$ cat src/rtl/mips_pkg.sv
// Shared encodings for the MIPS pipeline: PC-select codes, NOP word and
// the fetch-stage state encoding, plus the j/jal target formation helper.
package mips_pkg;

    typedef logic [31:0] word_t;

    localparam logic [1:0] PCSEL_SEQ = 2'b00;
    localparam logic [1:0] PCSEL_J   = 2'b01;
    localparam logic [1:0] PCSEL_JR  = 2'b10;
    localparam logic [1:0] PCSEL_BR  = 2'b11;

    localparam word_t NOP_INSTR = 32'h0000_0000;

    localparam logic [1:0] RUN   = 2'd0;
    localparam logic [1:0] DRAIN = 2'd1;
    localparam logic [1:0] DONE  = 2'd2;

    // j/jal stay inside the 256 MB region of the delay-slot PC.
    function automatic word_t jump_addr(input logic [3:0] region, input logic [25:0] index);
        return {region, index, 2'b00};
    endfunction

endpackage

$ cat src/rtl/pc_fetch_stage_if.sv
// Fetch-stage boundary: instruction memory, ID-stage redirect controls,
// hazard stall, and the IF/ID register plus halt/done status.
interface pc_fetch_stage_if;
    import mips_pkg::*;

    logic       stall;
    word_t      imem_data;
    logic [1:0] pc_sel;
    word_t      jump_target;
    word_t      jr_value;
    word_t      branch_target;
    word_t      imem_addr;
    word_t      if_id_instr;
    word_t      if_id_pc4;
    logic       halted;
    logic       done;

    modport master (
        input  stall, imem_data, pc_sel, jump_target, jr_value, branch_target,
        output imem_addr, if_id_instr, if_id_pc4, halted, done
    );

    modport slave (
        output stall, imem_data, pc_sel, jump_target, jr_value, branch_target,
        input  imem_addr, if_id_instr, if_id_pc4, halted, done
    );

endinterface

$ cat src/rtl/next_pc_mux.sv
// Combinational next-PC selection: sequential pc+4, j/jal, jr or taken branch.
module next_pc_mux
    import mips_pkg::*;
(
    input  word_t       pc,
    input  logic [3:0]  pc4_region,
    input  logic [1:0]  pc_sel,
    input  logic [25:0] jump_index,
    input  word_t       jr_value,
    input  word_t       branch_target,
    output word_t       pc_plus4,
    output word_t       next_pc
);

    assign pc_plus4 = pc + 32'd4;

    always_comb begin
        // NOTE: default assignment first so no path leaves next_pc unassigned (no latch).
        next_pc = pc_plus4;
        case (pc_sel)
            PCSEL_J:  next_pc = jump_addr(pc4_region, jump_index);
            PCSEL_JR: next_pc = jr_value;
            PCSEL_BR: next_pc = branch_target;
            default:  next_pc = pc_plus4;
        endcase
    end

endmodule

$ cat src/rtl/pc_fetch_stage.sv
// MIPS instruction-fetch stage: PC register, IF/ID register, and the
// halt-word detector that drains the pipeline before raising done.
module pc_fetch_stage
    import mips_pkg::*;
#(
    parameter word_t       RESET_PC     = 32'h0000_0000,
    parameter word_t       HALT_INSTR   = 32'hFFFF_FFFF,
    parameter int unsigned DRAIN_CYCLES = 4
) (
    input  logic               CLK,
    input  logic               RESET_n,
    pc_fetch_stage_if.master   bus
);

    localparam int CNT_W = (DRAIN_CYCLES < 1) ? 1 : $clog2(DRAIN_CYCLES + 1);

    word_t            pc;
    word_t            id_instr;
    word_t            id_pc4;
    logic [1:0]       state;
    logic [CNT_W-1:0] drain_cnt;
    logic             is_halted;
    logic             is_done;
    word_t            pc_plus4;
    word_t            next_pc;

    next_pc_mux u_next_pc_mux (
        .pc            (pc),
        .pc4_region    (id_pc4[31:28]),
        .pc_sel        (bus.pc_sel),
        .jump_index    (bus.jump_target[25:0]),
        .jr_value      (bus.jr_value),
        .branch_target (bus.branch_target),
        .pc_plus4      (pc_plus4),
        .next_pc       (next_pc)
    );

    assign bus.imem_addr   = pc;
    assign bus.if_id_instr = id_instr;
    assign bus.if_id_pc4   = id_pc4;
    assign bus.halted      = is_halted;
    assign bus.done        = is_done;

    always_ff @(posedge CLK or negedge RESET_n) begin
        if (!RESET_n) begin
            // NOTE: every register gets an explicit reset value so nothing powers up as X.
            pc        <= RESET_PC;
            id_instr  <= NOP_INSTR;
            id_pc4    <= '0;
            state     <= RUN;
            drain_cnt <= '0;
            is_halted <= 1'b0;
            is_done   <= 1'b0;
        end else begin
            // NOTE: non-blocking assignments so every register samples pre-edge values.
            case (state)
                RUN: begin
                    if (bus.stall) begin
                        pc       <= pc;
                    end else if (id_instr == HALT_INSTR) begin
                        id_instr  <= NOP_INSTR;
                        drain_cnt <= CNT_W'(1);
                        is_halted <= 1'b1;
                        state     <= DRAIN;
                    end else if (bus.pc_sel != PCSEL_SEQ) begin
                        // Flush the wrong-path fetch: one bubble per taken redirect.
                        pc       <= next_pc;
                        id_instr <= NOP_INSTR;
                        id_pc4   <= '0;
                    end else begin
                        pc       <= next_pc;
                        id_instr <= bus.imem_data;
                        id_pc4   <= pc_plus4;
                    end
                end
                DRAIN: begin
                    if (drain_cnt == CNT_W'(DRAIN_CYCLES)) begin
                        is_done <= 1'b1;
                        state   <= DONE;
                    end else begin
                        drain_cnt <= drain_cnt + CNT_W'(1);
                    end
                end
                DONE: begin
                    is_done <= 1'b1;
                end
                default: begin
                    state <= RUN;
                end
            endcase
        end
    end

endmodule

$ cat src/flat_wrapper.sv
// flat-port wrapper written by rule: the top's interface ports become plain ports
module pc_fetch_stage_flat import mips_pkg::*;
#(
    parameter word_t       RESET_PC     = 32'h0000_0000,
    parameter word_t       HALT_INSTR   = 32'hFFFF_FFFF,
    parameter int unsigned DRAIN_CYCLES = 4
)
  (CLK, RESET_n, bus_stall, bus_imem_data, bus_pc_sel, bus_jump_target, bus_jr_value, bus_branch_target, bus_imem_addr, bus_if_id_instr, bus_if_id_pc4, bus_halted, bus_done);
  pc_fetch_stage_if bus_i ();
  input  logic CLK;
  input  logic RESET_n;
  input wire logic [$bits(bus_i.stall)-1:0] bus_stall;
  input wire logic [$bits(bus_i.imem_data)-1:0] bus_imem_data;
  input wire logic [$bits(bus_i.pc_sel)-1:0] bus_pc_sel;
  input wire logic [$bits(bus_i.jump_target)-1:0] bus_jump_target;
  input wire logic [$bits(bus_i.jr_value)-1:0] bus_jr_value;
  input wire logic [$bits(bus_i.branch_target)-1:0] bus_branch_target;
  output wire logic [$bits(bus_i.imem_addr)-1:0] bus_imem_addr;
  output wire logic [$bits(bus_i.if_id_instr)-1:0] bus_if_id_instr;
  output wire logic [$bits(bus_i.if_id_pc4)-1:0] bus_if_id_pc4;
  output wire logic [$bits(bus_i.halted)-1:0] bus_halted;
  output wire logic [$bits(bus_i.done)-1:0] bus_done;
  assign bus_i.stall = bus_stall;
  assign bus_i.imem_data = bus_imem_data;
  assign bus_i.pc_sel = bus_pc_sel;
  assign bus_i.jump_target = bus_jump_target;
  assign bus_i.jr_value = bus_jr_value;
  assign bus_i.branch_target = bus_branch_target;
  assign bus_imem_addr = bus_i.imem_addr;
  assign bus_if_id_instr = bus_i.if_id_instr;
  assign bus_if_id_pc4 = bus_i.if_id_pc4;
  assign bus_halted = bus_i.halted;
  assign bus_done = bus_i.done;
  pc_fetch_stage #(.RESET_PC(RESET_PC), .HALT_INSTR(HALT_INSTR), .DRAIN_CYCLES(DRAIN_CYCLES)) u_core (.CLK(CLK), .RESET_n(RESET_n), .bus(bus_i));
endmodule
$ cat config.mk
export PLATFORM = sky130hd
export DESIGN_NAME = pc_fetch_stage_flat
export DESIGN_NICKNAME = d
export VERILOG_FILES = /design/src/rtl/mips_pkg.sv /design/src/rtl/pc_fetch_stage_if.sv /design/src/rtl/next_pc_mux.sv /design/src/rtl/pc_fetch_stage.sv /design/src/flat_wrapper.sv
export SDC_FILE = /design/constraint.sdc
export NUM_CORES = 1
export LEC_CHECK = 0
export BUFFER_PORTS_ARGS = -buffer_cell sky130_fd_sc_hd__buf_2
export CAP_MARGIN = 20
export CORE_UTILIZATION = 40
export CTS_BUF_LIST = sky130_fd_sc_hd__clkbuf_16
export CTS_CLUSTER_DIAMETER = 100
export DETAILED_ROUTE_END_ITERATION = 12
export MAX_ROUTING_LAYER = met4
export PLACE_DENSITY_LB_ADDON = 0.12
export SLEW_MARGIN = 25
export SYNTH_ARGS = -nofsm -noshare
export SYNTH_HDL_FRONTEND = slang
export SYNTH_SLANG_ARGS = --single-unit
$ cat constraint.sdc
create_clock -name CLK -period 2.69 [get_ports CLK]
set_input_delay 0.1345 -clock CLK [delete_from_list [all_inputs] [get_ports CLK]]
set_output_delay 0.1345 -clock CLK [all_outputs]
set_load 0.1 [all_outputs]
==> PnR_summary.wiki <==
{| class="wikitable"
! Metric !! Value
|-
| Number of DRC violations after detailed-routing iteration 0 || roughly 320
|-
| DR vias/cell || between 5 and 6
|-
| Required time of the worst setup path || 2.97 ns
|-
| Master of the slowest instance on the critical path || sky130_fd_sc_hd__nor2_4
|-
| Final sum of negative setup slack || 0 ns
|-
| Global-route total usage across every layer || 25.1%
|-
| Reported max-cap violation count || 0
|-
| Boundary pin count || 231
|-
| Flop pwr share || 37.1%
|-
| FFs w/ async S/R, synth || 100%
|-
| Leftover overflow at the end of global routing || 0
|-
| Total core area || 13,200 um2
|-
| Clock tree from TritonCTS || yes
|-
| Max transition margin || 41.9%
|-
| Critical Path End Type || flop
|-
| Initial standard-cell utilization of the core || 40.9%
|-
| H-Tree Depth || 3
|-
| Flop and latch count out of synthesis || just over 100
|-
| Count of vias placed by the detailed router || around 5,200
|-
| Fin Clk Skew || just under 0.009 ns
|-
| Depth of the worst register-to-register path || 5
|-
| GP Congestion || 0.827
|-
| Power Internal || between 0.002 and 0.003 W
|-
| Final Hold Vio Count || 0
|-
| Half-perimeter wire length after detailed placement || 11,900 um
|-
| Sw Share || 42.4%
|-
| Number of flops mapped to enable cells by yosys || 0
|-
| Worst-path cell chain || or3_1, buf_4, a21o_2, nor2_4, a22o_1
|-
| Setup Buffers After CTS || 0
|-
| Yosys warning total || 0
|-
| Main flop type after synthesis || sky130_fd_sc_hd__dfrtp_1
|-
| Area of the mapped netlist || 5420 um2
|-
| Class of the worst hold path || in2reg
|-
| Worst-Skew Late Latency || 0.36 ns
|-
| Critical path fanouts, max || 37
|-
| Y dimension of the die || 118 um
|-
| Count of distinct cell types in the synthesized netlist || 51
|-
| Power density normalized to cell area || 689 nW/um2
|-
| Fmax || 407 MHz
|-
| Synthesized netlist net count || 664
|-
| Final standard cell utilization of the core || 54.8%
|-
| Port Buffers || 224
|-
| Max Transition Viols Final || 0
|-
| Shortest clock period the worst path allows after layout || 2.46 ns
|-
| Fin crit share || between 90% and 100%
|-
| Crit path DAT || roughly 2.7 ns
|-
| Area share of and/or/nand/nor cells after synthesis || 13.1%
|-
| Maximum number of pins on one net before global-route repair || 75
|-
| Root buffer cell || sky130_fd_sc_hd__clkbuf_16
|-
| Setup repair after global routing missed its margin || false
|-
| Commonest cells after routing, fill and taps aside || sky130_fd_sc_hd__buf_2, sky130_fd_sc_hd__dfrtp_1, sky130_fd_sc_hd__nand2_1
|-
| Worst-Margin Slew || 0.869 ns
|-
| Largest family of logic cells by synthesized area || compound AO/OA/AOI/OAI gates
|-
| Adder-cell area share of the yosys netlist || 0.693%
|-
| Peak supply drop || 0.000373 V
|-
| Chip Width || ~120 um
|-
| Area added between synthesis and finish || 34.1%
|-
| Wirelength, routed || around 17,000 um
|-
| CTS buffer count || 9
|-
| Avg Synthesized Cell Area || roughly 10 um2
|-
| Total net switching power || approximately 0.0021 W
|-
| WL/cell || ~18 um
|-
| Number of antenna-violating nets in the routed design || 0
|-
| Critical path launch point type || flop
|-
| Cell Rows || 42
|-
| Worst hold path depth || 2
|-
| Post-detailed-route DRC marker count || 0
|-
| CP max stage delay || 0.70 ns
|-
| Share of power burned in the clock network || 28.2%
|-
| Sink count of the clock tree || 103
|-
| Static Leakage || 3.55 nW
|-
| Die outline area || 14,000 um2
|-
| Global-route wire length before repair || between 20,000 and 30,000 um
|-
| Post-synthesis instance total || between 500 and 600
|-
| Share of synthesized area spent on multiplexers || 7.62%
|-
| Antenna violations before repair || 1
|-
| Startpoint-to-endpoint class of the critical path || reg2reg
|-
| Via count of the first global-routing pass || 5,032
|-
| Clock-pin slew reported for the worst setup and hold paths after clock tree synthesis || 0.07 ns
|-
| Clk buf depth || 2
|-
| Net count reported at finish || 891
|-
| Run status || completed
|-
| Most common cell after layout, fill and taps aside || sky130_fd_sc_hd__buf_2
|-
| Share of the synthesized area in compound gates (AO/OA/AOI/OAI) || 22.4%
|-
| DR pass1 iterations || 5
|-
| Setup-violating endpoint count in the final report || 0
|-
| Xor and xnor area share after synthesis || 4.53%
|-
| Share of layout cells above drive strength 1 || 37.5%
|-
| Part of the Yosys area used for sequential elements || 47.6%
|-
| Fraction of power consumed by combinational cells || 34.7%
|}
cells in the mapped netlist, types with 5 or more instances:
library cell / count / area [um2]
sky130_fd_sc_hd__xnor2_1: 15 / 131
sky130_fd_sc_hd__nand2_1: 63 / 236
sky130_fd_sc_hd__xor2_1: 13 / 114
sky130_fd_sc_hd__dfrtp_1: 103 / 2580
sky130_fd_sc_hd__o22a_1: 5 / 43.8
sky130_fd_sc_hd__o21ai_0: 38 / 190
sky130_fd_sc_hd__o221ai_1: 5 / 43.8
sky130_fd_sc_hd__mux2i_1: 12 / 120
sky130_fd_sc_hd__mux4_2: 6 / 135
sky130_fd_sc_hd__nor4_1: 5 / 31.3
sky130_fd_sc_hd__inv_1: 9 / 33.8
sky130_fd_sc_hd__nor2_1: 15 / 56.3
sky130_fd_sc_hd__and3_1: 8 / 50.1
sky130_fd_sc_hd__a22oi_1: 7 / 52.6
sky130_fd_sc_hd__nand4_1: 16 / 100
sky130_fd_sc_hd__a2bb2oi_1: 7 / 61.3
sky130_fd_sc_hd__nand3_1: 9 / 45.0
sky130_fd_sc_hd__a21oi_1: 23 / 115
sky130_fd_sc_hd__mux2_2: 14 / 158
sky130_fd_sc_hd__o31ai_1: 9 / 67.6
sky130_fd_sc_hd__a22o_1: 43 / 377
sky130_fd_sc_hd__o31a_1: 5 / 43.8
sky130_fd_sc_hd__clkbuf_1: 22 / 82.6
sky130_fd_sc_hd__buf_2: 16 / 80.1
worst paths after layout:
kind / start / endpoint / slack [ns]
min in group asynchronous: RESET_n / u_core.bus.if_id_instr[3] / 0.27
setup / recovery: u_core.state[1] / u_core.bus.if_id_instr[13] / 0.23
max in group asynchronous: RESET_n / u_core.bus.if_id_pc4[24] / 1.75
setup reg to reg: u_core.state[1] / u_core.bus.if_id_instr[13] / 0.23
hold / removal: bus_imem_data[28] / u_core.bus.if_id_instr[28] / 0.004
hold reg to reg: u_core.bus.done / u_core.bus.done / 0.47
cells by family after synthesis:
family / count (synthesis)
AND/OR/NAND/NOR: 140
XOR/XNOR: 28
AO/OA/AOI/OAI: 171
multiplexers: 32
adder cells (fa/ha/maj): 3
flip-flops: 103
buffers and inverters: 51
worst max-delay path, delay by kind of cell (launching register included):
family	cells	cell delay, ns
simple gates	2	1.13
compound gates	2	0.56
flops	1	0.41
buf+inv	1	0.27
flip-flops by register name, summed over array words and instances, names as in the netlist:
signal / count
u_core.bus.halted: 1
u_core.drain_cnt: 3
u_core.bus.if_id_pc4: 32
u_core.state: 2
u_core.bus.done: 1
u_core.bus.if_id_instr: 32
u_core.bus.imem_addr: 32
power groups by stage:
stage	combinational, W	clock (W)	sequential (W)
final	0.00173	0.00141	0.00185
after global routing	0.00181	0.00149	0.00188
after CTS	0.00174	0.00144	0.00185
after detailed placement	0.00171	0	0.00188
after global placement	0.00170	0	0.00187
after floorplan	0.000384	0	0.00280
layout make-up:
| class | instances | area [um2] |
|---|---|---|
| clock buffers | 9 | 225 |
| flip-flops and latches | 103 | 2580 |
| diodes | 2 | 5.00 |
| clock inverters | 7 | 88.8 |
| well taps | 176 | 220 |
| fillers | 1254 | 5980 |
| multi-input cells | 374 | 2640 |
| inverters | 9 | 33.8 |
| repair buffers | 258 | 1470 |
metrics by stage:
stage          hold slack (ns)  setup slack [ns]  instance area [um2]  power [W]  std cells
3_5_place_dp             0.121             0.256                 6730    0.00359        899
6_report               0.00450             0.232                 7260    0.00500        938
2_1_floorplan           -0.161            0.0141                 5420    0.00318        528
5_1_grt                 0.0140             0.115                 7260    0.00518        937
4_1_cts               0.000144             0.238                 7260    0.00503        936
3_3_place_gp             0.116             0.315                 6720    0.00357        899
routing by layer:
metal	GRT usage (%)	part of all wire [%]	vias to the layer above
met3	3.96	5.5	26
li1	-	-	2433
met5	-	0	-
met1	33.8	46	2499
met4	11.5	2.7	0
met2	37.4	46	202
what timing repair did:
item,4_1_cts,5_1_grt
gates resized for setup,0,0
endpoints found under the setup margin,0,0
hold buffers,21,0
hold endpoints to repair,53,0
(Power assumes the default switching activity.)
